`src/rtl/dmem_access_unit.sv`:
```
// MEM-stage data-memory access unit: issues word accesses on the dmem bus,
// stalls the pipeline while waiting for ack, and drives the MEM/WB register.
module dmem_access_unit #(
    parameter int TIMEOUT = 15
) (
    input  logic        clk,
    input  logic        reset,
    input  logic [31:0] PC_plus_4_eo,
    input  logic [31:0] ALU_result_eo,
    input  logic [31:0] Read_data2_eo,
    input  logic [4:0]  Rd_eo,
    input  logic [1:0]  Wr_data_sel_eo,
    input  logic        Reg_wr_eo,
    input  logic        Mem_rd_eo,
    input  logic        Mem_wr_eo,
    output logic        dmem_req,
    output logic        dmem_we,
    output logic [31:0] dmem_addr,
    output logic [31:0] dmem_wdata,
    input  logic        dmem_ack,
    input  logic [31:0] dmem_rdata,
    output logic        stall,
    output logic [31:0] Read_data_mo,
    output logic [31:0] ALU_result_mo,
    output logic [31:0] PC_plus_4_mo,
    output logic [4:0]  Rd_mo,
    output logic [1:0]  Wr_data_sel_mo,
    output logic        Reg_wr_mo,
    output logic        misalign_err,
    output logic        bus_err
);

    localparam int CW = (TIMEOUT < 1) ? 1 : $clog2(TIMEOUT + 1);
    localparam logic [CW-1:0] CNT_LAST = CW'(TIMEOUT - 1);

    typedef enum logic [0:0] {
        IDLE = 1'b0,
        BUSY = 1'b1
    } state_t;

    state_t        state_r, state_s;
    logic [CW-1:0] cnt_r, cnt_s;

    logic        mem_op_s, aligned_s, timeout_hit_s;
    logic        req_s, we_s, mis_s, berr_s, reg_wr_s;
    logic [31:0] addr_s, wdata_s, read_data_s, alu_s, pc4_s;
    logic [4:0]  rd_s;
    logic [1:0]  sel_s;

    assign mem_op_s      = Mem_rd_eo | Mem_wr_eo;
    assign aligned_s     = (ALU_result_eo[1:0] == 2'b00);
    assign timeout_hit_s = (state_r == BUSY) && !dmem_ack && (cnt_r == CNT_LAST);

    // Hold request to the upstream pipeline; never asserted while in reset.
    assign stall = !reset && (((state_r == IDLE) && mem_op_s && aligned_s) ||
                              ((state_r == BUSY) && !dmem_ack && !timeout_hit_s));

    // Next-state and next-value logic for the FSM, bus and MEM/WB registers.
    always_comb begin
        state_s     = state_r;
        cnt_s       = cnt_r;
        req_s       = dmem_req;
        we_s        = dmem_we;
        addr_s      = dmem_addr;
        wdata_s     = dmem_wdata;
        mis_s       = 1'b0;
        berr_s      = 1'b0;
        read_data_s = Read_data_mo;
        alu_s       = ALU_result_mo;
        pc4_s       = PC_plus_4_mo;
        rd_s        = Rd_mo;
        sel_s       = Wr_data_sel_mo;
        reg_wr_s    = Reg_wr_mo;
        case (state_r)
            IDLE: begin
                if (mem_op_s) begin
                    reg_wr_s = 1'b0;
                    if (aligned_s) begin
                        state_s = BUSY;
                        cnt_s   = '0;
                        req_s   = 1'b1;
                        we_s    = Mem_wr_eo;
                        addr_s  = ALU_result_eo;
                        wdata_s = Read_data2_eo;
                    end else begin
                        mis_s = 1'b1;
                    end
                end else begin
                    read_data_s = 32'h0000_0000;
                    alu_s       = ALU_result_eo;
                    pc4_s       = PC_plus_4_eo;
                    rd_s        = Rd_eo;
                    sel_s       = Wr_data_sel_eo;
                    reg_wr_s    = Reg_wr_eo;
                end
            end
            BUSY: begin
                if (dmem_ack) begin
                    state_s     = IDLE;
                    req_s       = 1'b0;
                    // EX/MEM is frozen during the access, so it still holds this op.
                    read_data_s = dmem_we ? 32'h0000_0000 : dmem_rdata;
                    alu_s       = ALU_result_eo;
                    pc4_s       = PC_plus_4_eo;
                    rd_s        = Rd_eo;
                    sel_s       = Wr_data_sel_eo;
                    reg_wr_s    = Reg_wr_eo;
                end else if (timeout_hit_s) begin
                    state_s  = IDLE;
                    cnt_s    = '0;
                    req_s    = 1'b0;
                    berr_s   = 1'b1;
                    reg_wr_s = 1'b0;
                end else begin
                    cnt_s    = cnt_r + CW'(1);
                    reg_wr_s = 1'b0;
                end
            end
            default: begin
                state_s  = IDLE;
                cnt_s    = '0;
                req_s    = 1'b0;
                reg_wr_s = 1'b0;
            end
        endcase
    end

    // State, counter and all registered outputs.
    always_ff @(posedge clk or posedge reset) begin
        if (reset) begin
            state_r        <= IDLE;
            cnt_r          <= '0;
            dmem_req       <= 1'b0;
            dmem_we        <= 1'b0;
            dmem_addr      <= 32'h0000_0000;
            dmem_wdata     <= 32'h0000_0000;
            misalign_err   <= 1'b0;
            bus_err        <= 1'b0;
            Read_data_mo   <= 32'h0000_0000;
            ALU_result_mo  <= 32'h0000_0000;
            PC_plus_4_mo   <= 32'h0000_0000;
            Rd_mo          <= 5'd0;
            Wr_data_sel_mo <= 2'd0;
            Reg_wr_mo      <= 1'b0;
        end else begin
            state_r        <= state_s;
            cnt_r          <= cnt_s;
            dmem_req       <= req_s;
            dmem_we        <= we_s;
            dmem_addr      <= addr_s;
            dmem_wdata     <= wdata_s;
            misalign_err   <= mis_s;
            bus_err        <= berr_s;
            Read_data_mo   <= read_data_s;
            ALU_result_mo  <= alu_s;
            PC_plus_4_mo   <= pc4_s;
            Rd_mo          <= rd_s;
            Wr_data_sel_mo <= sel_s;
            Reg_wr_mo      <= reg_wr_s;
        end
    end

endmodule

```
`config.mk`:
```
export PLATFORM = sky130hd
export DESIGN_NAME = dmem_access_unit
export DESIGN_NICKNAME = d
export VERILOG_FILES = /design/src/rtl/dmem_access_unit.sv
export SDC_FILE = /design/constraint.sdc
export NUM_CORES = 1
export LEC_CHECK = 0
export ABC_AREA = 0
export BUFFER_PORTS_ARGS = -buffer_cell sky130_fd_sc_hd__buf_2
export CAP_MARGIN = 20
export CORE_ASPECT_RATIO = 1.25
export CORE_MARGIN = 5
export CORE_UTILIZATION = 40
export CTS_BUF_LIST = sky130_fd_sc_hd__clkbuf_16
export DETAILED_ROUTE_END_ITERATION = 7
export PLACE_DENSITY_LB_ADDON = 0.15
export SLEW_MARGIN = 25
export SYNTH_ARGS = -nofsm -noshare
export SYNTH_HDL_FRONTEND = slang
export SYNTH_SLANG_ARGS = --single-unit
```
`constraint.sdc`:
```
create_clock -name clk -period 5.09 [get_ports clk]
set_input_delay 0.2545 -clock clk [delete_from_list [all_inputs] [get_ports clk]]
set_output_delay 0.2545 -clock clk [all_outputs]
set_load 0.02 [all_outputs]
```
==> flow_metrics.env <==
export IMPL_run_status="complete, no violations"
export IMPL_irDropWorstVdd_v=0.000217
export IMPL_p_sw_share_pct=32.3
export IMPL_reg2reg_from="state_r"
export IMPL_tns_ps=0
export IMPL_grtUsageMet2_pct=29.0
export IMPL_firstDrtPassIters=6
export IMPL_grt_pass1_wl_um=26900
export IMPL_synth_top_cell_by_area="dfrtp_1"
export IMPL_power_share_clock_pct=30.1
export IMPL_grt_overflow=0
export IMPL_holdWs_ps=43.0
export IMPL_busiest_layer="met2"
export IMPL_r2r_setup_slack_ps=2870
export IMPL_cts_sink_count=177
export IMPL_timing_final_crit_period_ps=2580
export IMPL_p_leak_nw=5.06
export IMPL_seqCellArea_mm2=0.00443
export IMPL_ant_nets=0
export IMPL_ys_ff_latch=177
export IMPL_relSlewSlack_pct=34.6
export IMPL_drive_gt1_share_pct=63.9
export IMPL_cpPeakStageDelay_ps=810
export IMPL_grtUsageMet3_pct=6.48
export IMPL_synth_yosys_seq_area_share_pct=63.2
export IMPL_via_per_inst=4.90
export IMPL_r2r_end="ALU_result_mo[29]"
export IMPL_cts_tree="yes"
export IMPL_period_share_pct=50.8
export IMPL_htree_levels=4
export IMPL_critPathLaunchType="register"
export IMPL_slowest_stage="or4_4"
export IMPL_synth_distinct_cells=29
export IMPL_synthCells=436
export IMPL_drt_initial_drc_count=232
export IMPL_synth_common_cells="dfrtp_1, mux2_2, a21o_1, and4b_1, mux2_4"
export IMPL_globalRouteTotalUtil_pct=17.0
export IMPL_critPathKind="register to output pin"
export IMPL_antenna_found_initial=1
export IMPL_p_seq_share_pct=42.1
export IMPL_power_mw=4.45
export IMPL_netlist_area_mm2=0.00701
export IMPL_root_buffer="clkbuf_16"
export IMPL_intPower_mw=3.02
export IMPL_start_util_pct=40.3
export IMPL_wire_per_inst_um=18.0
export IMPL_arrival_ps=2330
export IMPL_power_density_mw_per_mm2=476
export IMPL_synth_edf_count=0
export IMPL_core_area_mm2=0.0174
export IMPL_nets=888
export IMPL_drc=0
export IMPL_cp_cell_sequence="buf_4 -> or4_4 -> a21oi_1 -> buf_2"
export IMPL_worstPathRequired_ps=4840
export IMPL_ff2ff_path_depth=4
export IMPL_finalClockSkew_ps=7.96
export IMPL_drt_wl_total_um=17700
export IMPL_yosysWarnings=0
export IMPL_yosysMostFrequentCell="dfrtp_1"
export IMPL_holdBufCountCts=1
export IMPL_crit_start="state_r"
export IMPL_die_area_mm2=0.0203
export IMPL_ios=314
export IMPL_cp_end_kind="output pin"
export IMPL_multi_input_area_mm2=0.00240
export IMPL_met1_usage_pct=19.2
export IMPL_yosysTopAreaCellShare_pct=63.2
export IMPL_cts_max_path_buffers=2
export IMPL_placement_rows=54
export IMPL_postCtsSetupBuffers=0
export IMPL_dpl_instance_area_mm2=0.00874
export IMPL_synthTopCellsByArea="dfrtp_1, mux2_2, mux2_4, and4b_1, a21o_1"
export IMPL_grt_pass1_vias=5184
export IMPL_setup_slack_ps=2510
export IMPL_fmax_mhz=387
export IMPL_min_path_type="input port to register"
export IMPL_synthToLayoutAreaGrowth_pct=33.6
export IMPL_fin_area_mm2=0.00936
export IMPL_die_h_um=158
export IMPL_crit_fanout=39
export IMPL_cts_clk_slew_worst_paths_ps=70
export IMPL_finalHoldViolCount=0
export IMPL_rsz0062_at_grt="no"
export IMPL_grt_max_degree=72
export IMPL_vias=4817
export IMPL_synthFlopType="dfrtp_1"
export IMPL_crit_family="simple AND/OR/NAND/NOR gates"
export IMPL_numCtsBuffers=17
export IMPL_max_cap_violations=0
export IMPL_post_dp_hpwl_um=12800
export IMPL_setup_viol=0
export IMPL_dp_worst_setup_slack_ps=2660
export IMPL_tightest_slew_ps=978
export IMPL_syn_nets=579
export IMPL_async_flop_share_pct=100
export IMPL_port_buffers=313
export IMPL_min_from="Read_data2_eo[1]"
export IMPL_clk_latency_ps=430
export IMPL_power_share_combinational_pct=27.8
export IMPL_place_congestion=0.809
export IMPL_whs_path_depth=2
export IMPL_switchingPower_mw=1.44
export IMPL_final_max_slew_violation_count=0
export IMPL_whs_endpoint="dmem_wdata[1]"
export IMPL_die_w_um=128
export IMPL_crit_buf_inv=2
export IMPL_cts_resized=0
export IMPL_syn_area_per_cell_um2=16.1
export IMPL_fillers=1473
-- worst register-to-register path, delay by kind of cell, from the launching register on --
family	cells	cell delay, ps
compound gates	1	750
simple gates	1	100
mux	1	420
buf+inv	1	440
flops	1	400
-- area by class of cell --
cell class / count / area share [%]
Antenna cell: 1 / 0.0267
Tap cell: 224 / 2.99
Clock buffer: 17 / 4.54
Clock inverter: 15 / 1.95
Timing Repair Buffer: 319 / 17.4
Multi-Input combinational cell: 228 / 25.7
Sequential cell: 177 / 47.3
Inverter: 2 / 0.134
-- metrics by stage --
step | util, % | instances
floorplan | - | 436
detailed placement | 50.3 | 949
global placement | 50.3 | 949
finish | 53.9 | 983
global route | 53.9 | 983
CTS | 53.9 | 982
-- registers in the layout (all words and copies together), names as in the netlist --
register        flops
ALU_result_mo      32
PC_plus_4_mo       32
Rd_mo               5
Read_data_mo       32
Reg_wr_mo           1
Wr_data_sel_mo      2
bus_err             1
cnt_r               4
dmem_addr          32
dmem_req            1
dmem_wdata         32
dmem_we             1
misalign_err        1
state_r             1
-- layout by cell type (no fill, tap or decap), drive strengths merged, types with 2 or more instances in the layout --
cell type | Yosys | layout
and4b | 32 | 32
clkinvlp | 0 | 2
a21oi | 2 | 2
clkinv | 0 | 5
nand3 | 2 | 2
clkbuf | 10 | 17
dfrtp | 177 | 177
nor2 | 3 | 3
inv | 2 | 7
ha | 2 | 2
nor3 | 3 | 3
and2 | 4 | 4
mux2 | 135 | 135
nand2 | 2 | 2
a21o | 32 | 32
nor2b | 2 | 2
bufinv | 0 | 3
buf | 19 | 318
-- worst max path at each step --
| stage | cells after the start | to |
|---|---|---|
| 2_1_floorplan | 1 | ALU_result_mo[0] |
| 3_3_place_gp | 4 | ALU_result_mo[18] |
| 3_5_place_dp | 4 | PC_plus_4_mo[0] |
| 4_1_cts | 4 | stall |
| 5_1_grt | 4 | stall |
| 6_report | 4 | stall |
-- metal layers --
layer	vias to the layer above	share of wire, %	routed length [um]
met5	-	0	0
met4	0	2.2	384
met3	23	8.7	1550
met2	188	52	9180
met1	2411	37	6600
li1	2195	-	-
-- cells by family (layout without fill, tap and decap cells) --
family / count (synthesis) / after routing / synth area share [%]
AND/OR/NAND/NOR: 51 / 51 / 6.29
multiplexers: 135 / 135 / 23.1
other: 0 / 1 / 0
XOR/XNOR: 1 / 1 / 0.125
flip-flops: 177 / 177 / 63.2
buffers and inverters: 31 / 353 / 2.61
AO/OA/AOI/OAI: 39 / 39 / 4.30
adder cells (fa/ha/maj): 2 / 2 / 0.357
-- power by group through the flow --
stage | logic (mW) | registers (mW) | clock network, mW
global route | 1.32 | 1.91 | 1.44
finish | 1.24 | 1.87 | 1.34
floorplan | 0.425 | 2.25 | 0
global placement | 1.24 | 1.88 | 0
CTS | 1.26 | 1.88 | 1.38
detailed placement | 1.26 | 1.90 | 0
Note: power is estimated with default switching activity, not from simulation.
